===== src/rtl/wb_memtest.sv =====
`default_nettype none
// wb_memtest: pipelined Wishbone master that writes seed^address over a word range,
// reads it back, and reports mismatch count, first failing address and bus error. Rev 1.0
module wb_memtest #(
  parameter int AW     = 15,
  parameter int DW     = 32,
  parameter int MAXOUT = 4
) (
  input  logic            i_clk,
  input  logic            i_reset_n,
  input  logic            i_start,
  input  logic [AW-1:0]   i_base,
  input  logic [AW-1:0]   i_len,
  input  logic [DW-1:0]   i_seed,
  output logic            o_busy,
  output logic            o_done,
  output logic [AW-1:0]   o_err_count,
  output logic            o_first_err_valid,
  output logic [AW-1:0]   o_first_err_addr,
  output logic            o_bus_err,
  output logic            o_wb_cyc,
  output logic            o_wb_stb,
  output logic            o_wb_we,
  output logic [AW-1:0]   o_wb_addr,
  output logic [DW-1:0]   o_wb_data,
  output logic [DW/8-1:0] o_wb_sel,
  input  logic            i_wb_ack,
  input  logic            i_wb_stall,
  input  logic [DW-1:0]   i_wb_data,
  input  logic            i_wb_err
);

  localparam int OW = $clog2(MAXOUT + 1);
  localparam logic [OW-1:0] MAXOUT_C = OW'(MAXOUT);

  typedef enum logic [2:0] {
    S_IDLE   = 3'd0,
    S_WRITE  = 3'd1,
    S_WDRAIN = 3'd2,
    S_GAP    = 3'd3,
    S_READ   = 3'd4,
    S_RDRAIN = 3'd5,
    S_DONE   = 3'd6
  } state_t;

  state_t          state_q, state_d;
  logic [AW-1:0]   base_q, base_d;
  logic [AW-1:0]   len_q, len_d;
  logic [DW-1:0]   seed_q, seed_d;
  logic [AW-1:0]   issued_q, issued_d;
  logic [AW-1:0]   ackidx_q, ackidx_d;
  logic [OW-1:0]   outst_q, outst_d;
  logic [AW-1:0]   err_count_q, err_count_d;
  logic            first_err_valid_q, first_err_valid_d;
  logic [AW-1:0]   first_err_addr_q, first_err_addr_d;
  logic            bus_err_q, bus_err_d;
  logic            busy_q, busy_d;
  logic            done_q, done_d;
  logic            cyc_q, cyc_d;
  logic            stb_q, stb_d;
  logic            we_q, we_d;
  logic [AW-1:0]   addr_q, addr_d;
  logic [DW-1:0]   data_q, data_d;

  logic            accept;
  logic            ack_ok;
  logic [AW-1:0]   ack_addr;

  function automatic logic [DW-1:0] pattern(input logic [DW-1:0] seed, input logic [AW-1:0] a);
    return seed ^ DW'(a);
  endfunction

  always_comb begin
    state_d           = state_q;
    base_d            = base_q;
    len_d             = len_q;
    seed_d            = seed_q;
    issued_d          = issued_q;
    ackidx_d          = ackidx_q;
    err_count_d       = err_count_q;
    first_err_valid_d = first_err_valid_q;
    first_err_addr_d  = first_err_addr_q;
    bus_err_d         = bus_err_q;
    busy_d            = busy_q;
    done_d            = 1'b0;
    cyc_d             = cyc_q;
    stb_d             = stb_q;
    we_d              = we_q;
    addr_d            = addr_q;
    data_d            = data_q;

    accept   = stb_q & ~i_wb_stall;
    // Acks with nothing outstanding are stray and must not disturb the counters.
    ack_ok   = cyc_q & i_wb_ack & (outst_q != '0);
    ack_addr = base_q + ackidx_q;
    outst_d  = outst_q + OW'(accept) - OW'(ack_ok);

    if (ack_ok && (state_q == S_READ || state_q == S_RDRAIN)) begin
      ackidx_d = ackidx_q + AW'(1);
      if (i_wb_data != pattern(seed_q, ack_addr)) begin
        err_count_d = err_count_q + AW'(1);
        if (!first_err_valid_q) begin
          first_err_valid_d = 1'b1;
          first_err_addr_d  = ack_addr;
        end
      end
    end

    case (state_q)
      S_IDLE: begin
        if (i_start) begin
          base_d            = i_base;
          len_d             = i_len;
          seed_d            = i_seed;
          err_count_d       = '0;
          first_err_valid_d = 1'b0;
          first_err_addr_d  = '0;
          bus_err_d         = 1'b0;
          issued_d          = '0;
          ackidx_d          = '0;
          outst_d           = '0;
          if (i_len != '0) begin
            state_d = S_WRITE;
            busy_d  = 1'b1;
            cyc_d   = 1'b1;
            stb_d   = 1'b1;
            we_d    = 1'b1;
            addr_d  = i_base;
            data_d  = pattern(i_seed, i_base);
          end else begin
            state_d = S_DONE;
            done_d  = 1'b1;
          end
        end
      end
      S_WRITE, S_READ: begin
        if (accept) issued_d = issued_q + AW'(1);
        if (issued_d == len_q) begin
          stb_d   = 1'b0;
          state_d = (state_q == S_WRITE) ? S_WDRAIN : S_RDRAIN;
        end else begin
          // Address only advances on acceptance, so it holds steady through a stall.
          stb_d  = (outst_d < MAXOUT_C);
          addr_d = base_q + issued_d;
          data_d = pattern(seed_q, base_q + issued_d);
        end
      end
      S_WDRAIN: begin
        if (outst_d == '0) begin
          cyc_d   = 1'b0;
          state_d = S_GAP;
        end
      end
      S_GAP: begin
        state_d  = S_READ;
        issued_d = '0;
        ackidx_d = '0;
        cyc_d    = 1'b1;
        stb_d    = 1'b1;
        we_d     = 1'b0;
        addr_d   = base_q;
        data_d   = pattern(seed_q, base_q);
      end
      S_RDRAIN: begin
        if (outst_d == '0) begin
          cyc_d   = 1'b0;
          state_d = S_DONE;
          done_d  = 1'b1;
          busy_d  = 1'b0;
        end
      end
      S_DONE: begin
        state_d = S_IDLE;
      end
      default: begin
        state_d = S_IDLE;
      end
    endcase

    // A bus error aborts whatever phase is running and skips straight to DONE.
    if (cyc_q && i_wb_err) begin
      bus_err_d = 1'b1;
      cyc_d     = 1'b0;
      stb_d     = 1'b0;
      we_d      = 1'b0;
      outst_d   = '0;
      state_d   = S_DONE;
      done_d    = 1'b1;
      busy_d    = 1'b0;
    end
  end

  always_ff @(posedge i_clk or negedge i_reset_n) begin
    if (!i_reset_n) begin
      state_q           <= S_IDLE;
      base_q            <= '0;
      len_q             <= '0;
      seed_q            <= '0;
      issued_q          <= '0;
      ackidx_q          <= '0;
      outst_q           <= '0;
      err_count_q       <= '0;
      first_err_valid_q <= 1'b0;
      first_err_addr_q  <= '0;
      bus_err_q         <= 1'b0;
      busy_q            <= 1'b0;
      done_q            <= 1'b0;
      cyc_q             <= 1'b0;
      stb_q             <= 1'b0;
      we_q              <= 1'b0;
      addr_q            <= '0;
      data_q            <= '0;
    end else begin
      state_q           <= state_d;
      base_q            <= base_d;
      len_q             <= len_d;
      seed_q            <= seed_d;
      issued_q          <= issued_d;
      ackidx_q          <= ackidx_d;
      outst_q           <= outst_d;
      err_count_q       <= err_count_d;
      first_err_valid_q <= first_err_valid_d;
      first_err_addr_q  <= first_err_addr_d;
      bus_err_q         <= bus_err_d;
      busy_q            <= busy_d;
      done_q            <= done_d;
      cyc_q             <= cyc_d;
      stb_q             <= stb_d;
      we_q              <= we_d;
      addr_q            <= addr_d;
      data_q            <= data_d;
    end
  end

  assign o_busy            = busy_q;
  assign o_done            = done_q;
  assign o_err_count       = err_count_q;
  assign o_first_err_valid = first_err_valid_q;
  assign o_first_err_addr  = first_err_addr_q;
  assign o_bus_err         = bus_err_q;
  assign o_wb_cyc          = cyc_q;
  assign o_wb_stb          = stb_q;
  assign o_wb_we           = we_q;
  assign o_wb_addr         = addr_q;
  assign o_wb_data         = data_q;
  assign o_wb_sel          = {(DW/8){cyc_q}};

endmodule
`default_nettype wire


===== config.mk =====
export PLATFORM = sky130hd
export DESIGN_NAME = wb_memtest
export DESIGN_NICKNAME = d
export VERILOG_FILES = /design/src/rtl/wb_memtest.sv
export SDC_FILE = /design/constraint.sdc
export NUM_CORES = 1
export LEC_CHECK = 0
export CAP_MARGIN = 20
export CORE_MARGIN = 2
export CORE_UTILIZATION = 52
export DETAILED_ROUTE_END_ITERATION = 6
export GPL_TIMING_DRIVEN = 0
export PLACE_DENSITY = 0.75
export SKIP_CTS_REPAIR_TIMING = 1
export SLEW_MARGIN = 20
export SYNTH_ARGS = -nofsm -noshare
export SYNTH_HDL_FRONTEND = slang
export SYNTH_SLANG_ARGS = --single-unit

===== constraint.sdc =====
create_clock -name i_clk -period 3.8 [get_ports i_clk]
set_clock_uncertainty 0.05 [all_clocks]
set_input_delay 0.57 -clock i_clk [delete_from_list [all_inputs] [get_ports i_clk]]
set_output_delay 0.57 -clock i_clk [all_outputs]
set_load 0.01 [all_outputs]

# Yosys cells after proc, flatten, opt, wreduce, memory -nomap -nowiden
# Index checks and enable logic that the tools add are counted.
# Widths: inputs -> output; s select.
# word_totals
reg_bits	182
out_inout_bits	88
wordCells	134
inputBits	100
# classes
reduce_logical	25
add_sub_neg	7
n_bitwise	8
eq_ne	16
n_lt_le_gt_ge	1
n_mux	59
# op_table
cell	n
$mux 15	17
$xor 32x15->32	4
$mux 32	3
$pmux 32 s3	1
$pmux 15 s3	2
$add 15x1->15 const B	3
$ne 32x32->1	1
$add 15x15->15	2
$mux 3	10
$pmux 15 s2	1
$mux 1	19
$reduce_and 4->1	4
$eq 15x15->1	1
$pmux 3 s5	1
$reduce_bool 15->1	1
$ne 3x3->1 const B	4
$reduce_bool 3->1	4
$reduce_bool 4->1	2
$eq 3x2->1 const B	2
$eq 3x3->1 const B	2
$logic_not 3->1	2
$ne 2x2->1 const B	3
$ne 3x1->1 const B	2
$pmux 1 s2	3
other kinds (13)	22

# Logic depth before layout (Yosys ltp)
# Gate-level depths: netlist (run 1).
# logic_depth
ltp_word	8
depth_mapped	15

# Worst setup path after synthesis (run 1)
# No wires, ideal clock.
# synth_path
kind	input-to-reg
startpoint	input port i_wb_stall
endpoint	register addr_q[13], in the netlist o_wb_addr[13]
slack_ns	0.248
t_required_ns	3.623
arrival_time_ns	3.374
setup_time_ns	0.127
cell_stages	11
path_cell_list	nand4b_1 > nor4_1 > xor2_1 > ha_1 > a21o_1 > a21o_1 > o41ai_1 > xor2_1 > nor2_1 > a211o_1 > mux2_1
# synth_via
elab_chain_len	7
# synth_rtl
item	line_no	source
start: declaration	28	input logic i_wb_stall,
$not 1->1 *	92	accept = stb_q & ~i_wb_stall;
$and 1x1->1 *	92	
$mux 15 *	137	if (accept) issued_d = issued_q + AW'(1);
$mux 15 *	109	case (state_q)
$add 15x15->15 / $eq 15x15->1 (equally long branches)	144, 138	
$mux 15 / $ne 2x2->1 (equally long branches)	--	
$pmux 15 s3 / $reduce_and 4->1 (equally long branches)	--	
end signal: assignment	230	addr_q <= addr_d;
end: declaration	62	logic [AW-1:0] addr_q, addr_d;
# Every way passes the cells marked *; elsewhere a longest branch is shown, timed or not. The select of a mux whose other input is x is not followed.
# A chain may end at the register's enable or synchronous reset.

# Worst setup path in the final report (run 1)
# layout_path
startpoint	input port i_wb_stall
endpoint	register addr_q[11], in the netlist o_wb_addr[11]
# Same word-level chain as after synthesis.

==> results of run 1 <==
==> cell usage after synthesis (3+ instances only) <==
master                     number  area, µm²
sky130_fd_sc_hd__buf_4          6       45.0
sky130_fd_sc_hd__nand4b_1       4       35.0
sky130_fd_sc_hd__nand2_1      288       1080
sky130_fd_sc_hd__and3_1        24        150
sky130_fd_sc_hd__buf_2          9       45.0
sky130_fd_sc_hd__nand3_1       26        130
sky130_fd_sc_hd__nor2_1        76        285
sky130_fd_sc_hd__nand4_1       14       87.6
sky130_fd_sc_hd__o211ai_1      10       75.1
sky130_fd_sc_hd__nor2b_1        7       43.8
sky130_fd_sc_hd__o21ai_0       75        375
sky130_fd_sc_hd__xnor3_1       10        225
sky130_fd_sc_hd__o22ai_1        6       37.5
sky130_fd_sc_hd__fa_1           3       60.1
sky130_fd_sc_hd__xor3_1         4       95.1
sky130_fd_sc_hd__nor3_1        19       95.1
sky130_fd_sc_hd__mux2i_1       33        330
sky130_fd_sc_hd__o41ai_1        3       26.3
sky130_fd_sc_hd__or2_2          5       31.3
sky130_fd_sc_hd__dfrtp_1      182       4550
sky130_fd_sc_hd__and4_1         3       26.3
sky130_fd_sc_hd__a22oi_1        3       22.5
sky130_fd_sc_hd__nand2b_1       8       50.1
sky130_fd_sc_hd__o221ai_1       3       26.3
sky130_fd_sc_hd__a22o_1         5       43.8
sky130_fd_sc_hd__a21oi_1       70        350
sky130_fd_sc_hd__xnor2_1       53        464
sky130_fd_sc_hd__a221o_1        6       60.1
sky130_fd_sc_hd__o31ai_1       18        135
sky130_fd_sc_hd__or4_1          7       52.6
sky130_fd_sc_hd__a211oi_1       8       60.1
sky130_fd_sc_hd__or3_1         11       68.8
sky130_fd_sc_hd__ha_1          33        413
sky130_fd_sc_hd__o21a_1         5       37.5
sky130_fd_sc_hd__nand3b_1       3       22.5
sky130_fd_sc_hd__a211o_1        3       26.3
sky130_fd_sc_hd__inv_1         28        105
sky130_fd_sc_hd__nor4_1        10       62.6
sky130_fd_sc_hd__and2_1         7       43.8
sky130_fd_sc_hd__a31oi_1        4       25.0
sky130_fd_sc_hd__mux2_1        13        146
sky130_fd_sc_hd__clkbuf_1      41        154
sky130_fd_sc_hd__a21o_1        10       75.1
sky130_fd_sc_hd__xor2_1        65        569
==> placed cells by master (no fill, tap or decap), types with 7 or more instances in the layout <==
cell and n:
sky130_fd_sc_hd__xnor2_1 49, sky130_fd_sc_hd__ha_1 31, sky130_fd_sc_hd__xnor3_1 10, sky130_fd_sc_hd__mux2i_1 32
sky130_fd_sc_hd__o31ai_1 18, sky130_fd_sc_hd__clkbuf_16 17, sky130_fd_sc_hd__o211ai_1 10, sky130_fd_sc_hd__mux2_1 13
sky130_fd_sc_hd__o21ai_0 74, sky130_fd_sc_hd__nor4_1 8, sky130_fd_sc_hd__nand2_1 288, sky130_fd_sc_hd__or3_1 10
sky130_fd_sc_hd__nand2b_1 8, sky130_fd_sc_hd__inv_1 27, sky130_fd_sc_hd__nand3_1 26, sky130_fd_sc_hd__nor3_1 16
sky130_fd_sc_hd__xor2_1 64, sky130_fd_sc_hd__and2_1 7, sky130_fd_sc_hd__clkbuf_1 37, sky130_fd_sc_hd__or4_1 7
sky130_fd_sc_hd__a21o_1 10, sky130_fd_sc_hd__nand4_1 14, sky130_fd_sc_hd__nor2_1 73, sky130_fd_sc_hd__inv_8 9
sky130_fd_sc_hd__and3_1 24, sky130_fd_sc_hd__buf_4 21, sky130_fd_sc_hd__a21oi_1 66, sky130_fd_sc_hd__clkdlybuf4s50_1 186
sky130_fd_sc_hd__dfrtp_1 178
==> critical path, cell delays in order <==
cell                              delay (ps)
sky130_fd_sc_hd__clkdlybuf4s50_1         450
sky130_fd_sc_hd__nand3b_1                280
sky130_fd_sc_hd__nor2_2                  210
sky130_fd_sc_hd__xor2_2                  230
sky130_fd_sc_hd__ha_1                    300
sky130_fd_sc_hd__or3_1                   390
sky130_fd_sc_hd__o21ai_0                 130
sky130_fd_sc_hd__a211o_1                 170
sky130_fd_sc_hd__nand2_1                  90
sky130_fd_sc_hd__o41ai_1                 420
sky130_fd_sc_hd__xnor2_1                 180
sky130_fd_sc_hd__a22o_1                  230
sky130_fd_sc_hd__a211oi_1                300
sky130_fd_sc_hd__a21oi_1                  70
==> power groups by stage <==
stage	registers [mW]	logic (mW)	clock network [mW]
after global routing	1.94	0.249	1.91
after floorplan	1.98	0.0449	0
after global placement	1.98	0.224	0
final	1.94	0.232	1.84
after detailed placement	1.98	0.230	0
after CTS	1.94	0.231	1.83
==> worst max path at each step <==
stage	startpoint	end	slack (ps)	cells past startpoint
after floorplan	i_wb_stall	o_wb_addr[13]	250	11
after global placement	i_reset_n	seed_q[26]	-5610	1
after detailed placement	i_wb_stall	o_wb_data[5]	-960	10
after CTS	ackidx_q[0]	o_first_err_addr[7]	-520	14
after global routing	i_wb_stall	o_wb_addr[11]	-70	16
final	i_wb_stall	o_wb_addr[11]	30	14
==> layer usage <==
layer | routed length (µm) | vias to the layer above | part of all wire, %
met2 | 16700 | 446 | 47
met4 | 1460 | 0 | 4.1
met5 | 0 | - | 0
met3 | 2520 | 81 | 7.1
li1 | - | 4860 | -
met1 | 14800 | 5112 | 42
==> state kept, by name, summed over array words and instances, names as in the netlist, 15 cells and up <==
signal	flops
len_q	15
o_first_err_addr	15
seed_q	32
base_q	15
o_err_count	15
ackidx_q	15
o_wb_data	32
o_wb_addr	15
issued_q	15
==> final cells by class <==
| class | instances | area, µm² |
|---|---|---|
| clock buffers | 17 | 425 |
| clock inverters | 15 | 171 |
| plain buffers | 57 | 260 |
| diodes | 1 | 2.50 |
| fillers | 1706 | 6700 |
| inverters | 28 | 105 |
| flip-flops and latches | 182 | 4560 |
| well taps | 275 | 344 |
| multi-input cells | 996 | 6580 |
| repair buffers | 201 | 2000 |
==> kinds of logic (layout without fill, tap and decap cells) <==
group | count (synthesis) | count (layout) | synth area share (%)
xor+xnor | 132 | 132 | 12.0
flops | 182 | 182 | 40.4
simple gates | 523 | 523 | 21.1
compound gates | 259 | 259 | 14.9
fa+ha+maj | 36 | 36 | 4.19
other cells | 0 | 1 | 0
mux | 46 | 46 | 4.23
buf+inv | 86 | 318 | 3.17
==> stage by stage <==
step	instance area, µm²	util, %	power [mW]
finish	14500	68.3	4.01
detailed placement	13500	64.0	2.21
floorplan	11300	-	2.02
global placement	13500	63.8	2.20
global route	14500	68.3	4.10
CTS	14100	66.8	4.00
==> run summary, run 1 <==
Vias after detailed routing: 10500
Required time at the worst-slack endpoint: 4070 ps
Cell area power density: 277 nW/µm²
Layout cells sized above 1: 8.36%
Worst reg2reg path endpoint: o_wb_addr[11]
Clock buffer depth: 2
I/O pin count: 188
Die area: 22900 µm²
Number of clock sinks: 182
Fraction of the yosys area taken by sequential cells: 40.4%
GR peak layer: met2
Quantity of I/O buffers inserted on ports: 187
Growth of design area from synthesis to finish: 28.1%
Met3 demand-to-capacity share in global routing: 4.04%
Worst rel slew slack: 44.3%
FFs w/ async S/R, synth: 100%
Total routing usage reported by global routing: 31.2%
Fin cells: 1772
Residual DRC: 0
Setup violators final: 0
Starting DRT DRC Count: 820
Count of final hold-check violations: 0
Core box area: 21200 µm²
Switch share: 26.1%
Count of standard-cell rows: 53
Post-layout nets: 1619
Largest net degree at the start of global routing: 97
Portion of the clock cycle consumed by the worst path in the final layout: 99.2%
HPWL Detailed: 26900 µm
Met1 demand-to-capacity share in global routing: 42.4%
Start of the worst register-to-register path: issued_q[0]
Post-synth net total: 1400
Die X: 151 µm
FMAX: 0.265 GHz
Worst setup SP type: input port
Final WS setup: 29.5 ps
Outcome: finished clean
Initial antenna violation count: 1
Via count of the first global-routing pass: 10100
Worst setup EP type: register
Yosys warning total: 0
Hold WC Path Type: input port to async pin
Wire length of the first global-routing pass: 54200 µm
IR drop worst, VDD: 353 µV
Clock tree from TritonCTS: built
Part of the power in the clock network: 45.8%
Drt via density: 5.92
Sum of routed wire length over all layers: 35400 µm
Final ANT Viol Nets: 0
Clock root buffer: sky130_fd_sc_hd__clkbuf_16
Reg2reg setup slack: 90 ps
Number of buffers added by the clock tree synthesis step: 17
Max-cap violations: 0
Setup_tns: 0 ps
Cell Int Power: 2.96 mW
Arrival time of the worst setup path: 4040 ps
Met2 Resource Use GR: 50.2%
Dominant synthesized flop cell: sky130_fd_sc_hd__dfrtp_1
Worst Hold Slack: 70.4 ps
Length of the first detailed-routing pass in iterations: 5
Sequential fraction of design power: 48.4%
Total global routing overflow: 0
Leakage: 6.72 nW
Place WS: -956 ps
Clock edge transition at the registers on the reported setup and hold paths: 90 ps
Worst-margin pin slew: 835 ps
Summed instance area of the synthesized netlist: 11300 µm²
Number of flops mapped to enable cells by yosys: 0
Class of the most critical setup path: input port to register
Total net switching power: 1.05 mW
Initial standard-cell utilization of the core: 53.3%
Max-slew violations: 0
Floorplan die height: 151 µm
Part of the power in combinational logic: 5.8%
Distinct cell type count after synthesis: 76
Average size of a mapped cell: 8.93 µm²
DP Cell Count: 1727
Cells after synthesis: 1264
Register bit count reported by yosys: 182
Worst Reg2Reg Path Length in Cells: 14
Setup repair after global routing missed its margin: yes
Critical-path maximum fanout: 4
Final worst path period need: 3770 ps
Clock insertion delay at the later pin of the skew report: 450 ps
H-Tree Depth: 4
Routability Congestion: 0.956
Average detailed-routed wire length per instance: 20.0 µm
Power figures use the tool's default switching activity.
==> inputs of run 2 (changes only) <==
--- a/config.mk
+++ b/config.mk
@@ -6,10 +6,11 @@
 export NUM_CORES = 1
 export LEC_CHECK = 0
 export CAP_MARGIN = 20
-export CORE_MARGIN = 2
+export CORE_MARGIN = 3
 export CORE_UTILIZATION = 52
 export DETAILED_ROUTE_END_ITERATION = 6
 export GPL_TIMING_DRIVEN = 0
+export HOLD_SLACK_MARGIN = 0.1
 export PLACE_DENSITY = 0.75
 export SKIP_CTS_REPAIR_TIMING = 1
 export SLEW_MARGIN = 20
==> run 2 against run 1 <==
  * The flow now finishes with violations (setup timing)
  * Global-route usage fell by 2.1 points
  * First-iteration DRC count up 25%
  * Combinational power barely moved
  * Setup slack lost 49 ps
  * Sequential share of layout area shrank 0.063 points
  * Count of clock-buffer cells in the layout unchanged
  * Routed wire length rose by 0.54%
  * Die area grew 2.7%
  * Largest cell class unchanged
  * Highest routed layer unchanged
==> run summary, run 2 (synthesis gave the netlist of run 1 again) <==
Outcome: finished, violations left
Failing checks: setup timing
Launching instance or port of the critical path: issued_q[1]
Count of standard-cell rows: 53 (unchanged)
Worst-margin pin slew: 771 ps (-64.5 ps)
Worst Reg2Reg Path Length in Cells: 14 (unchanged)
Portion of the clock cycle consumed by the worst path in the final layout: 101% (+1.3 points)
GR peak layer: met2
Clock tree from TritonCTS: built
Post-route cell area: 14500 µm² (+0.17%)
Total routing usage reported by global routing: 29.2% (-2.1 points)
Reg2reg setup slack: -20 ps (-110 ps)
Residual DRC: 0 (unchanged)
Sum of routed wire length over all layers: 35600 µm (+0.54%)
Place WS: -890 ps (+66.7 ps)
Layout cells sized above 1: 8.73% (+0.38 points)
Hold WC Path Type: input port to async pin
Vias after detailed routing: 10500 (-0.36%)
Worst reg2reg path endpoint: o_wb_addr[13]
I/O pin count: 188 (unchanged)
Required time at the worst-slack endpoint: 4080 ps (about the same)
Start of the worst register-to-register path: issued_q[1]
DP Cell Count: 1727 (unchanged)
Final WS setup: -19.4 ps (-48.9 ps)
Max-cap violations: 0 (unchanged)
Count of final hold-check violations: 0 (unchanged)
Post-layout nets: 1623 (+0.25%)
Max-slew violations: 0 (unchanged)
Clock edge transition at the registers on the reported setup and hold paths: 80 ps (about the same)
Leakage: 6.76 nW (+0.49%)
Worst setup EP type: register
Seq. cell area: 4560 µm² (about the same)
Critical-path maximum fanout: 5 (+1)
Met2 Resource Use GR: 48.3% (-2.0 points)
Multi-input combinational cell area: 6580 µm² (about the same)
Floorplan die height: 153 µm (+1.3%)
Quantity of I/O buffers inserted on ports: 187 (unchanged)
Final ANT Viol Nets: 0 (unchanged)
Met1 demand-to-capacity share in global routing: 39.4% (-3.0 points)
Worst rel slew slack: 48.6% (+4.3 points)
Total global routing overflow: 0 (unchanged)
Routability Congestion: 0.934 (-2.3%)
Starting DRT DRC Count: 1024 (+25%)
Met3 demand-to-capacity share in global routing: 4.56% (+0.52 points)
Average detailed-routed wire length per instance: 20.1 µm (+0.32%)
Final worst path period need: 3820 ps (+48.9 ps)
Top library cells by usage in the layout, fill and taps aside: sky130_fd_sc_hd__nand2_1 (288), sky130_fd_sc_hd__clkdlybuf4s50_1 (185), sky130_fd_sc_hd__dfrtp_1 (179)
Wire length of the first global-routing pass: 54400 µm (+0.28%)
Initial standard-cell utilization of the core: 53.3% (unchanged)
Number of buffers added by the clock tree synthesis step: 17 (unchanged)
Fin cells: 1776 (+0.23%)
Via count of the first global-routing pass: 9914 (-1.5%)
Commonest non-fill, non-tap cell in the layout: sky130_fd_sc_hd__nand2_1
Die area: 23500 µm² (+2.7%)
Setup violators final: 1 (+1)
HPWL Detailed: 26500 µm (-1.2%)
FMAX: 0.262 GHz (-1.3%)
H-Tree Depth: 4 (unchanged)
Initial antenna violation count: 1 (unchanged)
Die X: 153 µm (+1.3%)
Setup_tns: -19.4 ps (-19.4 ps)
Number of clock sinks: 182 (unchanged)
Clock insertion delay at the later pin of the skew report: 450 ps (about the same)
Core box area: 21200 µm² (unchanged)
Cell area power density: 273 nW/µm² (-1.4%)
Arrival time of the worst setup path: 4100 ps (+60 ps)
Fillers: 1661 (-2.6%)
Class of the most critical setup path: register to register
Largest net degree at the start of global routing: 95 (-2.1%)
Worst setup SP type: register
Clock buffer depth: 2 (unchanged)
Length of the first detailed-routing pass in iterations: 6 (+1)
Placed standard-cell area: 13500 µm² (unchanged)
Crit path to: o_wb_addr[13]
Growth of design area from synthesis to finish: 28.3%
Drt via density: 5.89 (-0.59%)
IR drop worst, VDD: 316 µV (-11%)
Clock root buffer: sky130_fd_sc_hd__clkbuf_16
==> run 2: final cells by class <==
cell class	count	area share, %
multi-input cells	996	45.4
flip-flops and latches	182	31.5
repair buffers	206	14.1
clock buffers	17	2.94
well taps	275	2.38
plain buffers	56	1.77
clock inverters	15	1.11
inverters	28	0.726
diodes	1	0.0173
==> run 2: worst min path at each step <==
stage | start | endpoint | slack [ps] | cells past startpoint
after detailed placement | o_wb_data[27] | o_wb_data[27] | 420 | 2
after global routing | i_reset_n | o_err_count[5] | 120 | 1
after CTS | i_reset_n | o_err_count[5] | 120 | 1
after floorplan | i_reset_n | ackidx_q[0] | 220 | 0
after global placement | o_wb_data[25] | o_wb_data[25] | 410 | 2
final | i_reset_n | o_err_count[5] | 70 | 1
==> run 2: metrics by stage <==
stage	utilization (%)	hold slack, ps	power [mW]
4_1_cts	66.7	116	3.96
2_1_floorplan	-	224	2.02
3_5_place_dp	64.0	420	2.21
5_1_grt	68.4	125	4.05
3_3_place_gp	63.8	411	2.20
6_report	68.4	74.3	3.96
==> run 2: critical path: stages (launching register included) <==
cell and delay (ps):
sky130_fd_sc_hd__dfrtp_2 430, sky130_fd_sc_hd__ha_1 160, sky130_fd_sc_hd__nand3b_1 180, sky130_fd_sc_hd__nor2_2 240
sky130_fd_sc_hd__xor2_2 230, sky130_fd_sc_hd__ha_1 300, sky130_fd_sc_hd__or3_1 370, sky130_fd_sc_hd__o21ai_0 120
sky130_fd_sc_hd__a211o_1 170, sky130_fd_sc_hd__nand2_1 100, sky130_fd_sc_hd__o41ai_2 350, sky130_fd_sc_hd__xor2_1 310
sky130_fd_sc_hd__nor2_1 90, sky130_fd_sc_hd__a211o_1 320, sky130_fd_sc_hd__mux2_1 300
==> run 2: per-layer routing <==
| metal | part of all wire, % | up-vias |
|---|---|---|
| met2 | 48 | 464 |
| met1 | 41 | 5025 |
| met4 | 3.5 | 0 |
| met5 | 0 | - |
| li1 | - | 4883 |
| met3 | 7.4 | 89 |
==> run 2: report_power, final <==
| part | internal (mW) | total (mW) | switching (mW) |
|---|---|---|---|
| registers | 1.94 | 1.94 | 0.00201 |
| clock network | 0.882 | 1.79 | 0.905 |
| logic | 0.127 | 0.233 | 0.106 |
| total | 2.95 | 3.96 | 1.01 |
==> inputs of run 3 (changes only) <==
--- a/config.mk
+++ b/config.mk
@@ -12,8 +12,6 @@
 export GPL_TIMING_DRIVEN = 0
 export HOLD_SLACK_MARGIN = 0.1
 export PLACE_DENSITY = 0.75
-export SKIP_CTS_REPAIR_TIMING = 1
-export SLEW_MARGIN = 20
 export SYNTH_ARGS = -nofsm -noshare
 export SYNTH_HDL_FRONTEND = slang
 export SYNTH_SLANG_ARGS = --single-unit
==> run 3 against run 2 <==
  * Sequential cell count stayed put
  * The flow now finishes without violations
  * Die area unchanged
  * Critical path type unchanged
  * Worst hold slack gained 360 ps
  * Maximum frequency is 2.2% higher
==> run summary, run 3 (synthesis gave the netlist of run 1 again) <==
Routability Congestion: 0.934 (unchanged)
Setup_tns: 0 ps (+19.4 ps)
Part of the power in the clock network: 45.0% (about the same)
Growth of design area from synthesis to finish: 28.7%
Max-cap violations: 0 (unchanged)
Count of standard-cell rows: 53 (unchanged)
Arrival time of the worst setup path: 4020 ps (-80 ps)
Fin cells: 1783 (+0.39%)
Vias after detailed routing: 10600 (+1.1%)
Sum of routed wire length over all layers: 35500 µm (-0.23%)
Worst-margin pin slew: 806 ps (+35.8 ps)
Total net switching power: 1.00 mW (-0.91%)
Cell Int Power: 2.95 mW (about the same)
Total global routing overflow: 0 (unchanged)
HPWL Detailed: 26500 µm (about the same)
I/O pin count: 188 (unchanged)
Class of the most critical setup path: register to register
Number of clock sinks: 182 (unchanged)
Seq. cell area: 4560 µm² (unchanged)
DP Cell Count: 1727 (unchanged)
Residual DRC: 0 (unchanged)
Cell depth of the worst min-delay path: 2
Via count of the first global-routing pass: 10100 (+1.7%)
Core box area: 21200 µm² (unchanged)
H-Tree Depth: 4 (unchanged)
Clock edge transition at the registers on the reported setup and hold paths: 80 ps (about the same)
Wire length of the first global-routing pass: 55000 µm (+1.2%)
Outcome: finished clean
Place WS: -847 ps (+42.7 ps)
Length of the first detailed-routing pass in iterations: 5 (-1)
Top library cells by usage in the layout, fill and taps aside: sky130_fd_sc_hd__nand2_1 (288), sky130_fd_sc_hd__clkdlybuf4s50_1 (185), sky130_fd_sc_hd__dfrtp_1 (179)
Core utilization of the finished layout: 68.6% (+0.20 points)
Sequential fraction of design power: 49.1% (about the same)
Total routing usage reported by global routing: 29.6% (+0.46 points)
Count of final hold-check violations: 0 (unchanged)
Drt via density: 5.93 (+0.65%)
Required time at the worst-slack endpoint: 4080 ps (about the same)
Worst Reg2Reg Path Length in Cells: 14 (unchanged)
Clock insertion delay at the later pin of the skew report: 450 ps (about the same)
Critical-path maximum fanout: 5 (unchanged)
Die X: 153 µm (unchanged)
Worst rel slew slack: 46.2% (-2.4 points)
Initial standard-cell utilization of the core: 53.3% (unchanged)
Post-layout nets: 1629 (+0.37%)
Post-route cell area: 14500 µm² (+0.29%)
Leakage: 6.75 nW (-0.12%)
Multi-input combinational cell area: 6590 µm² (+0.11%)
Layout cells sized above 1: 8.30% (-0.43 points)
Fillers: 1673 (+0.72%)
Largest net degree at the start of global routing: 99 (+4.2%)
Initial antenna violation count: 1 (unchanged)
Floorplan die height: 153 µm (unchanged)
Worst setup EP type: register
Cell area power density: 272 nW/µm² (-0.55%)
Portion of the clock cycle consumed by the worst path in the final layout: 98.3% (-2.2 points)
Switch share: 25.4% (-0.17 points)
Placed standard-cell area: 13500 µm² (unchanged)
Final WS setup: 63.1 ps (+82.5 ps)
Hold WC Path Type: register to register
Clock root buffer: sky130_fd_sc_hd__clkbuf_16
Final ANT Viol Nets: 0 (unchanged)
IR drop worst, VDD: 312 µV (-1.2%)
Part of the power in combinational logic: 5.9% (about the same)
Number of buffers added by the clock tree synthesis step: 17 (unchanged)
Starting DRT DRC Count: 1079 (+5.4%)
FMAX: 0.268 GHz (+2.2%)
Final worst path period need: 3740 ps (-82.5 ps)
Commonest non-fill, non-tap cell in the layout: sky130_fd_sc_hd__nand2_1
Worst setup SP type: register
Setup violators final: 0 (-1)
Quantity of I/O buffers inserted on ports: 187 (unchanged)
Clock buffer depth: 2 (unchanged)
Clock tree from TritonCTS: built
Average detailed-routed wire length per instance: 19.9 µm (-0.62%)
Die area: 23500 µm² (unchanged)
Max-slew violations: 0 (unchanged)
[run 3: cell types whose count changed in the layout (fill, tap and decap cells not counted), sizes merged]
cell	before	now
buf	33	39
clkbuf	60	59
diode	1	2
dlygate4sd3	0	1
[run 3: metal layers]
metal / GRT usage (%) / part of all wire [%] / up-vias
met5: 0 / 0 / -
met4: 12.3 / 4.4 / 0
met3: 5.97 / 8.0 / 89
met2: 48.0 / 47 / 475
met1: 39.0 / 40 / 5115
li1: - / - / 4892
[run 3: layout make-up]
class / instances / area share (%)
Antenna cell: 2 / 0.0345
Buffer: 57 / 1.74
Clock buffer: 17 / 2.93
Clock inverter: 15 / 1.09
Inverter: 28 / 0.741
Multi-Input combinational cell: 996 / 45.4
Sequential cell: 182 / 31.4
Tap cell: 275 / 2.37
Timing Repair Buffer: 211 / 14.3
[run 3: stage by stage]
| stage | hold slack [ps] | total power, mW |
|---|---|---|
| finish | 431 | 3.95 |
| global route | 458 | 4.06 |
| CTS | 436 | 3.96 |
| detailed placement | 420 | 2.21 |
| global placement | 411 | 2.20 |
| floorplan | 224 | 2.02 |
[run 3: critical path, stage by stage, from the launching register on]
cell	delay, ps
sky130_fd_sc_hd__dfrtp_2	430
sky130_fd_sc_hd__ha_1	160
sky130_fd_sc_hd__nand3b_1	200
sky130_fd_sc_hd__nor2_2	220
sky130_fd_sc_hd__xor2_2	210
sky130_fd_sc_hd__ha_1	290
sky130_fd_sc_hd__or3_1	370
sky130_fd_sc_hd__o21ai_0	120
sky130_fd_sc_hd__a211o_1	180
sky130_fd_sc_hd__nand2_1	110
sky130_fd_sc_hd__o41ai_2	300
sky130_fd_sc_hd__xor2_1	290
sky130_fd_sc_hd__nor2_1	80
sky130_fd_sc_hd__a211o_1	330
sky130_fd_sc_hd__mux2_1	300
[run 3: worst paths after layout]
| check | startpoint | end | slack, ps |
|---|---|---|---|
| max in group asynchronous | i_reset_n | seed_q[29] | 2080 |
| worst min register to register | o_wb_data[29] | o_wb_data[29] | 430 |
| worst max-delay path | issued_q[1] | o_wb_addr[13] | 60 |
| min in group asynchronous | i_reset_n | o_err_count[2] | 670 |
| worst min-delay path | o_wb_data[29] | o_wb_data[29] | 430 |
| worst max register to register | issued_q[1] | o_wb_addr[13] | 60 |
[run 3: power by group through the flow]
stage               Sequential (mW)  Combinational [mW]  Clock [mW]
floorplan                      1.98              0.0449           0
global placement               1.98               0.223           0
detailed placement             1.98               0.229           0
CTS                            1.94               0.232        1.79
global route                   1.94               0.251        1.87
finish                         1.94               0.232        1.78
[run 3: repair_timing]
action / in CTS / in global routing
pin swaps: 5 / 9
hold endpoints to repair: 9 / 0
hold buffers: 1 / 0
setup endpoints to repair: 77 / 78
resized for setup: 19 / 30
buffers inserted: 10 / 12
